<file path="src/rtl/instr_encoder_loader.sv">
// Instruction encoder and instruction-memory loader.
// Packs decoded fields into 32-bit MIPS words and writes them to consecutive
// word addresses. There is a single output write register, and it is held
// until the memory accepts it.
//
// state | meaning
// IDLE  | not loading; a pending write may still drain
// LOAD  | accepting field bundles
// FULL  | DEPTH words written; input blocked until start or finish
module instr_encoder_loader #(
    parameter int ADDR_W = 8,
    parameter int DEPTH  = 256
) (
    input  logic              clk,
    input  logic              rst_n,
    input  logic              start,
    input  logic              finish,
    input  logic              in_valid,
    output logic              in_ready,
    input  logic [5:0]        opcode,
    input  logic [4:0]        rs,
    input  logic [4:0]        rt,
    input  logic [4:0]        rd,
    input  logic [5:0]        funct,
    input  logic [15:0]       imm,
    input  logic [25:0]       target,
    output logic              wr_en,
    output logic [ADDR_W-1:0] wr_addr,
    output logic [31:0]       wr_data,
    input  logic              mem_ready,
    output logic [ADDR_W:0]   count,
    output logic              full,
    output logic              err,
    output logic              busy
);

    typedef enum logic [1:0] {IDLE, LOAD, FULL_ST} state_t;

    localparam logic [ADDR_W:0]   DEPTH_C  = (ADDR_W+1)'(DEPTH);
    localparam logic [ADDR_W-1:0] LAST_PTR = ADDR_W'(DEPTH - 1);

    state_t            state_q, state_d;
    logic [ADDR_W-1:0] ptr_q, ptr_d;
    logic              retire, xfer, legal;
    logic [31:0]       enc_word;

    // The pending write counts against capacity so that a full memory can
    // never have one more word queued behind it.
    always_comb begin
        in_ready = (state_q == LOAD) && (!wr_en || mem_ready) &&
                   ((count + {{ADDR_W{1'b0}}, wr_en}) < DEPTH_C);
    end

    assign retire = wr_en && mem_ready;
    assign xfer   = in_valid && in_ready;
    assign full   = (count == DEPTH_C);
    assign busy   = (state_q == LOAD);

    // The pointer saturates at the last word. A word accepted in the same
    // cycle as a retire goes to the address after the retiring one.
    always_comb begin
        ptr_d = ptr_q;
        if (retire && (ptr_q != LAST_PTR)) begin
            ptr_d = ptr_q + 1'b1;
        end
    end

    // Format-class encoding; unknown opcodes are flagged as illegal.
    always_comb begin
        legal    = 1'b1;
        enc_word = {opcode, 26'd0};
        case (opcode)
            6'b000000: enc_word = {opcode, rs, rt, rd, 5'd0, funct};
            6'b000010, 6'b000011, 6'b000100, 6'b000101, 6'b000111,
            6'b001000, 6'b001001, 6'b010000, 6'b010001, 6'b100011,
            6'b100111: enc_word = {opcode, rs, rt, imm};
            6'b100000: enc_word = {opcode, rs, rt, 16'd0};
            6'b111000, 6'b111001: enc_word = {opcode, target};
            default:   legal = 1'b0;
        endcase
    end

    // Next-state logic. start takes priority over finish.
    always_comb begin
        state_d = state_q;
        if (start) begin
            state_d = LOAD;
        end else begin
            case (state_q)
                LOAD: begin
                    if (finish) begin
                        state_d = IDLE;
                    end else if (retire && (count == DEPTH_C - 1'b1)) begin
                        state_d = FULL_ST;
                    end
                end
                FULL_ST: if (finish) state_d = IDLE;
                default: state_d = state_q;
            endcase
        end
    end

    // State register.
    always_ff @(posedge clk) begin
        if (!rst_n) begin
            state_q <= IDLE;
        end else begin
            state_q <= state_d;
        end
    end

    // Write register, counters and the sticky error flag.
    always_ff @(posedge clk) begin
        if (!rst_n) begin
            wr_en   <= 1'b0;
            wr_addr <= '0;
            wr_data <= '0;
            count   <= '0;
            ptr_q   <= '0;
            err     <= 1'b0;
        end else if (start) begin
            wr_en <= 1'b0;
            count <= '0;
            ptr_q <= '0;
            err   <= 1'b0;
        end else begin
            ptr_q <= ptr_d;
            if (retire) begin
                count <= count + 1'b1;
                wr_en <= 1'b0;
            end
            if (xfer) begin
                if (legal) begin
                    wr_en   <= 1'b1;
                    wr_addr <= ptr_d;
                    wr_data <= enc_word;
                end else begin
                    err <= 1'b1;
                end
            end
        end
    end

endmodule

</file>
<file path="config.mk">
export PLATFORM = sky130hd
export DESIGN_NAME = instr_encoder_loader
export DESIGN_NICKNAME = d
export VERILOG_FILES = /design/src/rtl/instr_encoder_loader.sv
export SDC_FILE = /design/constraint.sdc
export NUM_CORES = 1
export LEC_CHECK = 0
export ABC_AREA = 1
export ABC_CLOCK_PERIOD_IN_PS = 4570
export CORE_MARGIN = 4
export CORE_UTILIZATION = 45
export CTS_CLUSTER_SIZE = 8
export DETAILED_ROUTE_END_ITERATION = 6
export PLACE_DENSITY = 0.86
export SYNTH_ARGS = -nofsm -noshare
export SYNTH_HDL_FRONTEND = slang
export SYNTH_SLANG_ARGS = --single-unit
</file>
<file path="constraint.sdc">
create_clock -name clk -period 4.57 [get_ports clk]
set_clock_uncertainty 0.15 [all_clocks]
set_input_delay 0.457 -clock clk [delete_from_list [all_inputs] [get_ports clk]]
set_output_delay 0.457 -clock clk [all_outputs]
set_load 0.01 [all_outputs]
</file>
==> out/qor.yml <==
outcome: "finished clean"
reg2reg_depth: 9
die_h_microns: 95.7
core-area_sq_mm: 0.00737
slew_violations: 0
met2_usage_pct: 39.9
cts_sinks: 61
antenna_cells: 0
layout_min_cycle_time_ps: 2840
maxCapViolCount: 0
timing.rr.start: "count[2]"
tns_ps: 0
power_frac_comb_pct: 13.0
overflow: 0
htree_levels: 3
gp_congestion: 0.936
ctsResizeCount: 0
drc_errors: 0
hold_path_end: "wr_data[8]"
antenna_found_initial: 0
grt_max_degree: 32
yosysUniqueCellTypes: 33
cts_tree: "built"
yosysWarnings: 0
powerDensity_mw_per_mm2: 253
drive_gt1_share_pct: 5.86
ioPinCount: 129
clock.fmax_mhz: 352
worstSetupEndpointType: "flip-flop"
power_frac_seq_pct: 42.9
hold_depth: 2
drtAntennaViolNets: 0
power.share.switching_pct: 22.9
seqCellArea_sq_mm: 0.00122
cp_max_fo: 31
cts_buffer_depth: 2
met1_usage_pct: 26.7
hold_class: "reg2reg"
worstSkewPairLatency_ps: 340
arrival_ps: 2920
rsz0062_at_grt: "false"
drt-total-wl_mm: 10.1
area_delta_synth_final_pct: 43.3
numCtsBuffers: 9
irDropWorstVdd_mv: 0.164
synth_edf_count: 0
p_sw_mw: 0.288
nFillCells: 630
grt_pass1_wl_mm: 16.5
port_buffers: 128
die_x_microns: 95.7
row_count: 31
r2r_end: "wr_data[31]"
p_clk_share_pct: 44.1
setup_slack_ps: 1730
synthCells: 525
ys_seq_elements: 61
intPower_mw: 0.967
static-leakage-power_nw: 2.06
cp-start-kind: "input port"
setup_viol: 0
syn_nets: 604
cts-hold-fix-buffers: 0
total_power_mw: 1.26
path_class: "in2reg"
grt_usage_pct: 22.8
ff2ff_setup_slack_ps: 2440
netlist_area_sq_mm: 0.00346
gr-usage-met3_pct: 6.95
final_cell_mix: "135 x nand2_1, 128 x clkdlybuf4s50_1, 69 x inv_1"
final_cell_area_sq_mm: 0.00495
slew-limit-headroom_pct: 52.0
hold_path.startpoint: "wr_data[8]"
busiest_layer: "met2"
dp_slack_ps: 1430
fin_nets: 724
start_util_pct: 46.9
synthFlopType: "dfxtp_1"
placed_cell_area_sq_mm: 0.00472
vias: 3823
synth-async-reset-ratio_pct: 0
wl_per_cell_microns: 13.5
min_period_over_period_pct: 62.1
post_synth.cell_area_avg_sq_um: 6.58
dr.pass1.iters: 5
post-cts-setup-buffers: 0
cts-root-buf: "clkbuf_8"
clkSlewWorstSetupHoldPaths_ps: 70
hold_viol: 0
drt-initial-drc-count: 292
cp-startpoint: "opcode[3]"
grt_pass1_vias: 3755
required_ps: 4650
tightest_slew_ps: 719
dp_hpwl_mm: 7.40
yosysSeqAreaShare_pct: 35.3
multi_input_area_sq_mm: 0.00182
die_area_sq_mm: 0.00915
layout_commonest_cell: "nand2_1"
drt-vias-per-instance: 5.11
[cells by family (layout without fill, tap and decap cells)]
family | after synthesis | in the layout | synth area share [%]
fa+ha+maj | 4 | 4 | 1.45
buf+inv | 93 | 217 | 12.2
flops | 61 | 61 | 35.3
xor+xnor | 4 | 4 | 1.01
simple gates | 280 | 280 | 37.1
compound gates | 83 | 83 | 13.0
[metal layers]
metal	wire [microns]	vias up
li1	-	1920
met1	4170	1714
met2	4960	170
met3	821	19
met4	138	0
met5	0	-
[per-stage QoR]
stage	hold WS [ps]	std cells	util, %
detailed placement	305	733	64.0
global placement	299	733	64.0
finish	313	748	67.2
global route	334	748	67.2
CTS	315	748	67.2
floorplan	313	525	-
[worst max-delay path: stages]
cell and delay (ps):
clkdlybuf4s50_1 610, inv_2 70, nor2_2 130, nand3_2 230, nand2_1 140, nor2_1 50, nand3_2 500, nand3_4 400
o21ai_1 260, nor2_1 50
[synth_stat cells, types with 6 or more instances]
cell type	count	area (sq um)
clkbuf_1	6	22.5
a22oi_1	11	82.6
o21ai_0	12	60.1
nand3_1	55	275
dfxtp_1	61	1220
inv_1	69	259
buf_6	8	90.1
nor3_1	6	30.0
o21ai_1	10	50.1
a21oi_1	48	240
nand2_1	135	507
nor2_1	56	210
[power by group through the flow]
stage / registers (mW) / clock network [mW] / logic [mW]
finish: 0.538 / 0.554 / 0.163
global route: 0.538 / 0.584 / 0.180
CTS: 0.538 / 0.560 / 0.163
detailed placement: 0.550 / 0 / 0.162
global placement: 0.550 / 0 / 0.158
floorplan: 0.551 / 0 / 0.0732
[area by class of cell]
class / count / area share [%]
timing repair buffer: 128 / 25.9
tap: 99 / 2.50
multi-input combinational: 371 / 36.7
clock inverter: 3 / 1.36
clock buffer: 12 / 3.34
inverter: 74 / 5.61
sequential: 61 / 24.7
[flip-flops by register name, indices dropped and copies added, names as in the netlist]
register	count
wr_data	32
ptr_q	8
err	1
wr_en	1
state_q	2
count	9
wr_addr	8
[worst max path at each step]
stage	endpoint	cells past startpoint	slack, ps
after global placement	wr_data[22]	10	1560
final	wr_data[22]	10	1730
after detailed placement	wr_data[22]	10	1430
after global routing	wr_data[22]	10	1460
after CTS	wr_data[22]	10	1780
after floorplan	wr_addr[0]	10	2840
Note: power is estimated with default switching activity, not from simulation.
